File: src/rtl/multi_cycle_controller.sv
`default_nettype none
// +--------------------------------------------------------------------------+
// | multi_cycle_controller: Moore FSM sequencing a multi-cycle RV32I datapath |
// | Optional macro ILLEGAL_TRAP_EN adds the TRAP hold state and illegal_op.  |
// | Revision 1.0                                                             |
// +--------------------------------------------------------------------------+
module multi_cycle_controller #(
  parameter int MEM_LAT = 0
) (
  input  logic       clk,
  input  logic       rst,
  input  logic [6:0] op,
  input  logic [2:0] funct3,
  input  logic       funct7_5,
  input  logic       zero,
  output logic       pc_write,
  output logic       adr_src,
  output logic       mem_write,
  output logic       ir_write,
  output logic       reg_write,
  output logic [1:0] result_src,
  output logic [1:0] alu_src_a,
  output logic [1:0] alu_src_b,
  output logic [2:0] alu_ctrl,
  output logic [2:0] imm_src,
  output logic [3:0] state
`ifdef ILLEGAL_TRAP_EN
  ,
  output logic       illegal_op
`endif
);

  typedef enum logic [3:0] {
    S_FETCH    = 4'd0,
    S_DECODE   = 4'd1,
    S_MEM_ADR  = 4'd2,
    S_MEM_READ = 4'd3,
    S_MEM_WB   = 4'd4,
    S_MEM_WRITE= 4'd5,
    S_EXEC_R   = 4'd6,
    S_EXEC_I   = 4'd7,
    S_ALU_WB   = 4'd8,
    S_BRANCH   = 4'd9,
    S_JAL      = 4'd10,
    S_JALR_ADR = 4'd11,
    S_LUI      = 4'd12,
    S_TRAP     = 4'd13
  } state_t;

  localparam logic [6:0] c_op_load   = 7'b0000011;
  localparam logic [6:0] c_op_store  = 7'b0100011;
  localparam logic [6:0] c_op_r      = 7'b0110011;
  localparam logic [6:0] c_op_i      = 7'b0010011;
  localparam logic [6:0] c_op_branch = 7'b1100011;
  localparam logic [6:0] c_op_jal    = 7'b1101111;
  localparam logic [6:0] c_op_jalr   = 7'b1100111;
  localparam logic [6:0] c_op_lui    = 7'b0110111;

  localparam logic [2:0] c_alu_add  = 3'b000;
  localparam logic [2:0] c_alu_sub  = 3'b001;
  localparam logic [2:0] c_alu_and  = 3'b010;
  localparam logic [2:0] c_alu_or   = 3'b011;
  localparam logic [2:0] c_alu_xor  = 3'b100;
  localparam logic [2:0] c_alu_slt  = 3'b101;
  localparam logic [2:0] c_alu_sltu = 3'b110;

  localparam logic [2:0] c_imm_i = 3'b000;
  localparam logic [2:0] c_imm_s = 3'b001;
  localparam logic [2:0] c_imm_b = 3'b010;
  localparam logic [2:0] c_imm_j = 3'b011;
  localparam logic [2:0] c_imm_u = 3'b100;

  localparam logic [3:0] c_lat = 4'(MEM_LAT);

  state_t     r_state;
  state_t     w_next;
  logic [3:0] r_cnt;
  logic       w_lat_done;

  assign w_lat_done = (r_cnt == c_lat);
  assign state      = r_state;

  function automatic logic [2:0] alu_for_funct3(input logic [2:0] f3, input logic sub);
    case (f3)
      3'b000:  return sub ? c_alu_sub : c_alu_add;
      3'b100:  return c_alu_xor;
      3'b110:  return c_alu_or;
      3'b111:  return c_alu_and;
      3'b010:  return c_alu_slt;
      3'b011:  return c_alu_sltu;
      default: return c_alu_add;
    endcase
  endfunction

  // Wait counter restarts on every state change so each memory state gets MEM_LAT+1 cycles.
  always_ff @(posedge clk or posedge rst) begin
    if (rst) begin
      r_state <= S_FETCH;
      r_cnt   <= 4'd0;
    end else begin
      r_state <= w_next;
      r_cnt   <= (w_next != r_state) ? 4'd0 : r_cnt + 4'd1;
    end
  end

  always_comb begin
    w_next     = r_state;
    pc_write   = 1'b0;
    adr_src    = 1'b0;
    mem_write  = 1'b0;
    ir_write   = 1'b0;
    reg_write  = 1'b0;
    result_src = 2'b00;
    alu_src_a  = 2'b00;
    alu_src_b  = 2'b00;
    alu_ctrl   = c_alu_add;
    imm_src    = c_imm_i;
`ifdef ILLEGAL_TRAP_EN
    illegal_op = 1'b0;
`endif
    case (r_state)
      S_FETCH: begin
        alu_src_b  = 2'b10;
        result_src = 2'b10;
        if (w_lat_done) begin
          ir_write = 1'b1;
          pc_write = 1'b1;
          w_next   = S_DECODE;
        end
      end
      S_DECODE: begin
        alu_src_a = 2'b01;
        alu_src_b = 2'b01;
        imm_src   = (op == c_op_jal) ? c_imm_j : c_imm_b;
        case (op)
          c_op_load, c_op_store: w_next = S_MEM_ADR;
          c_op_r:                w_next = S_EXEC_R;
          c_op_i:                w_next = S_EXEC_I;
          c_op_branch:           w_next = S_BRANCH;
          c_op_jal:              w_next = S_JAL;
          c_op_jalr:             w_next = S_JALR_ADR;
          c_op_lui:              w_next = S_LUI;
          default: begin
`ifdef ILLEGAL_TRAP_EN
            w_next = S_TRAP;
`else
            w_next = S_FETCH;
`endif
          end
        endcase
      end
      S_MEM_ADR: begin
        alu_src_a = 2'b10;
        alu_src_b = 2'b01;
        imm_src   = (op == c_op_store) ? c_imm_s : c_imm_i;
        w_next    = (op == c_op_store) ? S_MEM_WRITE : S_MEM_READ;
      end
      S_MEM_READ: begin
        adr_src = 1'b1;
        if (w_lat_done) w_next = S_MEM_WB;
      end
      S_MEM_WB: begin
        result_src = 2'b01;
        reg_write  = 1'b1;
        w_next     = S_FETCH;
      end
      S_MEM_WRITE: begin
        adr_src   = 1'b1;
        mem_write = 1'b1;
        if (w_lat_done) w_next = S_FETCH;
      end
      S_EXEC_R: begin
        alu_src_a = 2'b10;
        alu_ctrl  = alu_for_funct3(funct3, funct7_5);
        w_next    = S_ALU_WB;
      end
      S_EXEC_I: begin
        alu_src_a = 2'b10;
        alu_src_b = 2'b01;
        alu_ctrl  = alu_for_funct3(funct3, 1'b0);
        w_next    = S_ALU_WB;
      end
      S_ALU_WB: begin
        reg_write = 1'b1;
        w_next    = S_FETCH;
      end
      S_BRANCH: begin
        // blt/bge compare via slt: a taken blt yields a nonzero result.
        alu_src_a = 2'b10;
        alu_ctrl  = funct3[2] ? c_alu_slt : c_alu_sub;
        case (funct3)
          3'b000:  pc_write = zero;
          3'b001:  pc_write = ~zero;
          3'b100:  pc_write = ~zero;
          3'b101:  pc_write = zero;
          default: pc_write = 1'b0;
        endcase
        w_next = S_FETCH;
      end
      S_JAL: begin
        pc_write  = 1'b1;
        alu_src_a = 2'b01;
        alu_src_b = 2'b10;
        w_next    = S_ALU_WB;
      end
      S_JALR_ADR: begin
        alu_src_a = 2'b10;
        alu_src_b = 2'b01;
        w_next    = S_JAL;
      end
      S_LUI: begin
        alu_src_a = 2'b11;
        alu_src_b = 2'b01;
        imm_src   = c_imm_u;
        w_next    = S_ALU_WB;
      end
      S_TRAP: begin
`ifdef ILLEGAL_TRAP_EN
        illegal_op = 1'b1;
`endif
        w_next = S_TRAP;
      end
      default: w_next = S_FETCH;
    endcase

    if (rst) begin
      pc_write   = 1'b0;
      adr_src    = 1'b0;
      mem_write  = 1'b0;
      ir_write   = 1'b0;
      reg_write  = 1'b0;
      result_src = 2'b00;
      alu_src_a  = 2'b00;
      alu_src_b  = 2'b00;
      alu_ctrl   = c_alu_add;
      imm_src    = c_imm_i;
    end
  end

endmodule
`default_nettype wire

File: config.mk
export PLATFORM = sky130hd
export DESIGN_NAME = multi_cycle_controller
export DESIGN_NICKNAME = d
export VERILOG_FILES = /design/src/rtl/multi_cycle_controller.sv
export SDC_FILE = /design/constraint.sdc
export NUM_CORES = 1
export LEC_CHECK = 0
export ABC_AREA = 1
export CORE_ASPECT_RATIO = 1.2
export CORE_UTILIZATION = 39
export DETAILED_ROUTE_END_ITERATION = 12
export PLACE_DENSITY = 0.75
export SLEW_MARGIN = 20
export SYNTH_ARGS = -nofsm -noshare
export SYNTH_HDL_FRONTEND = slang
export SYNTH_SLANG_ARGS = --single-unit
File: constraint.sdc
create_clock -name clk -period 1.5 [get_ports clk]
set_clock_uncertainty 0.1 [all_clocks]
set_input_delay 0.3 -clock clk [delete_from_list [all_inputs] [get_ports clk]]
set_output_delay 0.3 -clock clk [all_outputs]
set_load 0.02 [all_outputs]
==> results.md, run 1 <==
* CTS Hold Bufs at 0
* Clk buf depth at 2
* Status: did not finish
* Starting Density at 42.7%
* FF+latch count, synth at 8
* Post-synthesis compound-gate area fraction at 12.5%
* Largest net degree at the start of global routing at 12
* PortBufs at 34
* CTS H-Tree Depth at 1
* Synth area leader: dfrtp_1
* Mux cell area share after synthesis at 0%
* Post-synthesis sequential area ratio at 22.2%
* CTS buffer count at 3
* Root buf cell: clkbuf_4
* Top Ports at 35
* # clock sinks at 8
* Post-DP HPWL at 2930 um
* Largest family of logic cells by synthesized area: simple AND/OR/NAND/NOR gates
* Synth Area per Inst at 5.75 sq um
* Post-Synth XOR/XNOR Area at 2.91%
* Mapped Cells at 157
* Failed at: 5_1_grt
* DIE WIDTH at 45.9 um
* Yosys top cell area share at 22.2%
* Place WS at -916 ps
* Err: [ERROR DPL-0038] Utilization greater than 100%, impossible to legalize
* Worst EP kind: primary output
* Yosys warnings at 0
* Area of the mapped netlist at 903 sq um
* # rows at 18
* Die height at 54.7 um
* Synth unique cells at 26
* Area contributors post-synth: dfrtp_1, nand2_1, nor2_1
* Placer Congestion at 0.838
* Post-Syn Nets at 173
* Adder-Cell Fraction of Synth Area at 2.77%
* Simple logic cell fraction of the synthesized area at 48.6%
* Placed cell count at 270
* Post-GRT worst EP: pc_write
[cells in the mapped netlist, drive strengths merged]
| library cell | number |
|---|---|
| nand2 | 46 |
| nor2 | 32 |
| inv | 25 |
| nand3 | 11 |
| a21oi | 9 |
| dfrtp | 8 |
| nor3 | 7 |
| o21ai | 4 |
| a31oi | 3 |
| ha | 2 |
| nand4 | 2 |
| xor2 | 2 |
| clkbuf | 1 |
| nor4 | 1 |
| o211ai | 1 |
| o32ai | 1 |
| o41ai | 1 |
| xnor2 | 1 |
[cell families after synthesis]
family / after synthesis
AOI/OAI and AO/OA: 19
xor gates and xnor gates: 3
adders and majority gates: 2
buffers and inverters: 26
DFF: 8
and+or+nand+nor: 99
[through the flow]
step / hold slack [ps] / instance area, sq um / TNS [ps]
after CTS: 293 / 2030 / -6840
after detailed placement: 436 / 1780 / -16980
after global placement: 425 / 1780 / -15950
after floorplan: 40.0 / 1030 / -853
[timing repair]
| action | 4_1_cts |
|---|---|
| pin swaps | 21 |
| setup buffers | 10 |
| endpoints found under the setup margin | 27 |
| gates resized for setup | 170 |
==> inputs of run 2 (changes only) <==
CORE_AREA = 2 2 63 65   (was unset)
CORE_ASPECT_RATIO = unset   (was 1.2)
CORE_UTILIZATION = unset   (was 39)
DIE_AREA = 0 0 65 67   (was unset)
PLACE_DENSITY = unset   (was 0.75)
PLACE_DENSITY_LB_ADDON = 0.15   (was unset)
clock period = 1.95 ns   (was 1.5 ns; I/O delays follow)
==> run 2 against run 1 <==
The flow now finishes, with violations (setup timing). Synthesized cell count unchanged. Synthesized area stayed put.
==> results.md, run 2 <==
* Area of the mapped netlist at 903 sq um (unchanged)
* Global-route wire length before repair at 5310 um
* Total gr overflow at 0
* # diodes at 0
* Failing checks: setup timing
* Synth unique cells at 26 (unchanged)
* Critical Path Start Type: register
* Final Hold Viols at 0
* CTS Hold Bufs at 0 (unchanged)
* CP arrival at 1520 ps
* Max Cap Viol at 0
* CP top delay family: flip-flops
* Yosys warnings at 0 (unchanged)
* Antenna-violating nets left at 0
* Static leakage at 0.977 nW
* Die Area at 4360 sq um
* Count leader, synth: nand2_1
* Hold Slack at 379 ps
* Final Util at 50.8%
* CTS buffer count at 3 (unchanged)
* PortBufs at 34 (unchanged)
* Pre-Repair DR Iteration Count at 4
* Vias in the first global route at 1271
* R2R Setup Slk at 100 ps
* Area contributors post-synth: dfrtp_1, nand2_1, nor2_1
* Final Max Tran Viols at 0
* Top Ports at 35 (unchanged)
* Post-DR vias/cell at 4.43
* Worst reg2reg endpoint: r_cnt[3]
* Place WS at -626 ps (+289 ps)
* Pint at 1.20 mW
* Cell Area, Placed at 1660 sq um (-6.9%)
* WL per Instance at 11.1 um
* Crit path cell chain: nor2_4 -> inv_4 -> nor2_4 -> buf_12 -> nand3_4 -> a21oi_2 -> buf_4
* CTS H-Tree Depth at 1 (unchanged)
* Power Total at 2.23 mW
* Synth cell count leaders: nand2_1, nor2_1, inv_1
* Nets at 268
* FILL cells at 381
* Data required, critical path at 1460 ps
* # clock sinks at 8 (unchanged)
* Final TNS setup at -287 ps
* Asr flop ratio synth at 100% (unchanged)
* FF+latch count, synth at 8 (unchanged)
* Worst setup margin at -64.1 ps
* Mapped Cells at 157 (unchanged)
* Status: finished with violations
* Power Dens Cells at 1220 nW/um^2
* Crit-path max FO at 7
* Clock network power share at 8.8%
* Post-route cell area at 1830 sq um
* EDFF count, synth at 0 (unchanged)
* Commonest non-fill, non-tap cells in the layout: buf_4, nand2_1, nor2_1, inv_1
* Starting Density at 25.1% (-18 points)
* Drt total wl at 3310 um
* Initial antenna violation count at 0
* Final setup vio count at 9
* CP max stage cell: dfrtp_2
* Placed cell count at 285 (+5.6%)
* Worst path max stage delay at 470 ps
* Clk buf depth at 2 (unchanged)
* RSZ-0062 raised after global routing: true
* GRT Util Overall at 15.5%
* Maximum VDD drop at 735 uV
* Most used cell, CP: nor2_4
* Core Area at 3610 sq um
* Synth Flop Type: dfrtp_1
* Crit path kind: reg -> out
* Clk pin slew, worst setup/hold paths at 40 ps
* DRT iter0 DRCs at 34
* Buf+Inv Stages, Crit Path at 3
* Comb pwr share at 78.0%
* Least-Margin Pin Slew at 339 ps
* DIE WIDTH at 65 um (+42%)
* # rows at 22 (+4)
* CTS tree: done
* Largest net degree at the start of global routing at 12
* Share of cells above drive strength 1 at 49.2%
* Post-DP HPWL at 2610 um (-11%)
* Slew HR at 77.2%
* Most common cell after layout, fill and taps aside: buf_4
* Hold Crit Class: in -> async
* Post-route clock period utilization at 103%
* Post-synthesis sequential area ratio at 22.2% (unchanged)
* Path depth of the worst reg2reg path at 11
* Via Count at 1321
* DRC viols at 0
* Post-Syn Nets at 173 (unchanged)
* Sequential Power Share at 13.2%
* Yosys top cell area share at 22.2% (unchanged)
* Synth Area per Inst at 5.75 sq um (unchanged)
* Min Tclk post-route at 2010 ps
* P_sw at 1.03 mW
* Area Growth Syn to Fin at 103%
* Skew-Pair Late Insertion Delay at 220 ps
* Switching Fraction at 46.2%
* Layout Cells excl Fill at 298
* Synth area leader: dfrtp_1
* Placer Congestion at 0.870 (+3.8%)
* Die height at 67 um (+22%)
* Root buf cell: clkbuf_8
* CP Capture Type: output pin
* Max Freq at 496 MHz
* Reg2reg start: state[3]
==> run 2: cell counts after synthesis <==
No cell type changed its count.
==> run 2: what timing repair did <==
action | 4_1_cts | 5_1_grt
pin swaps | 7 | 6
endpoints found under the setup margin | 18 | 21
gates resized for setup | 101 | 29
setup buffers | 5 | 5
cloned | 0 | 0
==> run 2: how the worst max path moves through the flow <==
stage | slack (ps) | end | start | cells after the start
finish | -60 | imm_src[0] | state[3] | 7
global route | -160 | alu_src_a[1] | state[0] | 8
CTS | -80 | alu_ctrl[0] | state[3] | 6
detailed placement | -630 | pc_write | funct3[0] | 7
global placement | -610 | pc_write | funct3[0] | 7
floorplan | -60 | alu_ctrl[1] | state[3] | 5
==> run 2: worst register-to-register path, stage by stage, from the launching register on <==
cell and delay [ps]:
dfrtp_2 460, nor2_4 80, buf_6 110, buf_4 120
nand2_1 90, buf_4 110, nor2_1 30, a21oi_2 140
nand2_1 60, a21oi_1 170, nand2_2 110, nor3_1 180
==> run 2: cell type report <==
class	instances	area [sq um]	share of cell area, %
Clock buffer	3	41.3	2.25
Timing Repair Buffer	91	716	39.1
Sequential cell	8	204	11.1
Multi-Input combinational cell	123	714	39.0
Inverter	25	96.3	5.26
Tap cell	48	60.1	3.28
==> run 2: logic make-up after synthesis <==
kind of cell / share of synthesized area (%)
AOI/OAI and AO/OA: 12.5
xor gates and xnor gates: 2.91
adders and majority gates: 2.77
buffers and inverters: 11.1
DFF: 22.2
and+or+nand+nor: 48.6
==> run 2: routing by layer <==
metal | GRT usage [%] | vias up | part of all wire [%]
li1 | - | 692 | -
met1 | 18.6 | 588 | 44
met2 | 28.9 | 39 | 51
met3 | 2.03 | 2 | 5.0
met4 | 3.99 | 0 | 0.57
met5 | 0 | - | 0
==> run 2: power groups by stage <==
stage / logic, mW / registers (mW) / clock network (mW)
3_3_place_gp: 1.53 / 0.283 / 0
5_1_grt: 1.90 / 0.305 / 0.212
6_report: 1.74 / 0.294 / 0.196
3_5_place_dp: 1.54 / 0.282 / 0
2_1_floorplan: 0.686 / 0.325 / 0
4_1_cts: 1.55 / 0.290 / 0.201
No activity file was read; power rests on OpenSTA's default activity.
==> inputs of run 3 (changes only) <==
CAP_MARGIN = 20   (was unset)
==> results of run 3 <==
Same layout as run 2: the final DEF is identical, and so are final timing and power.
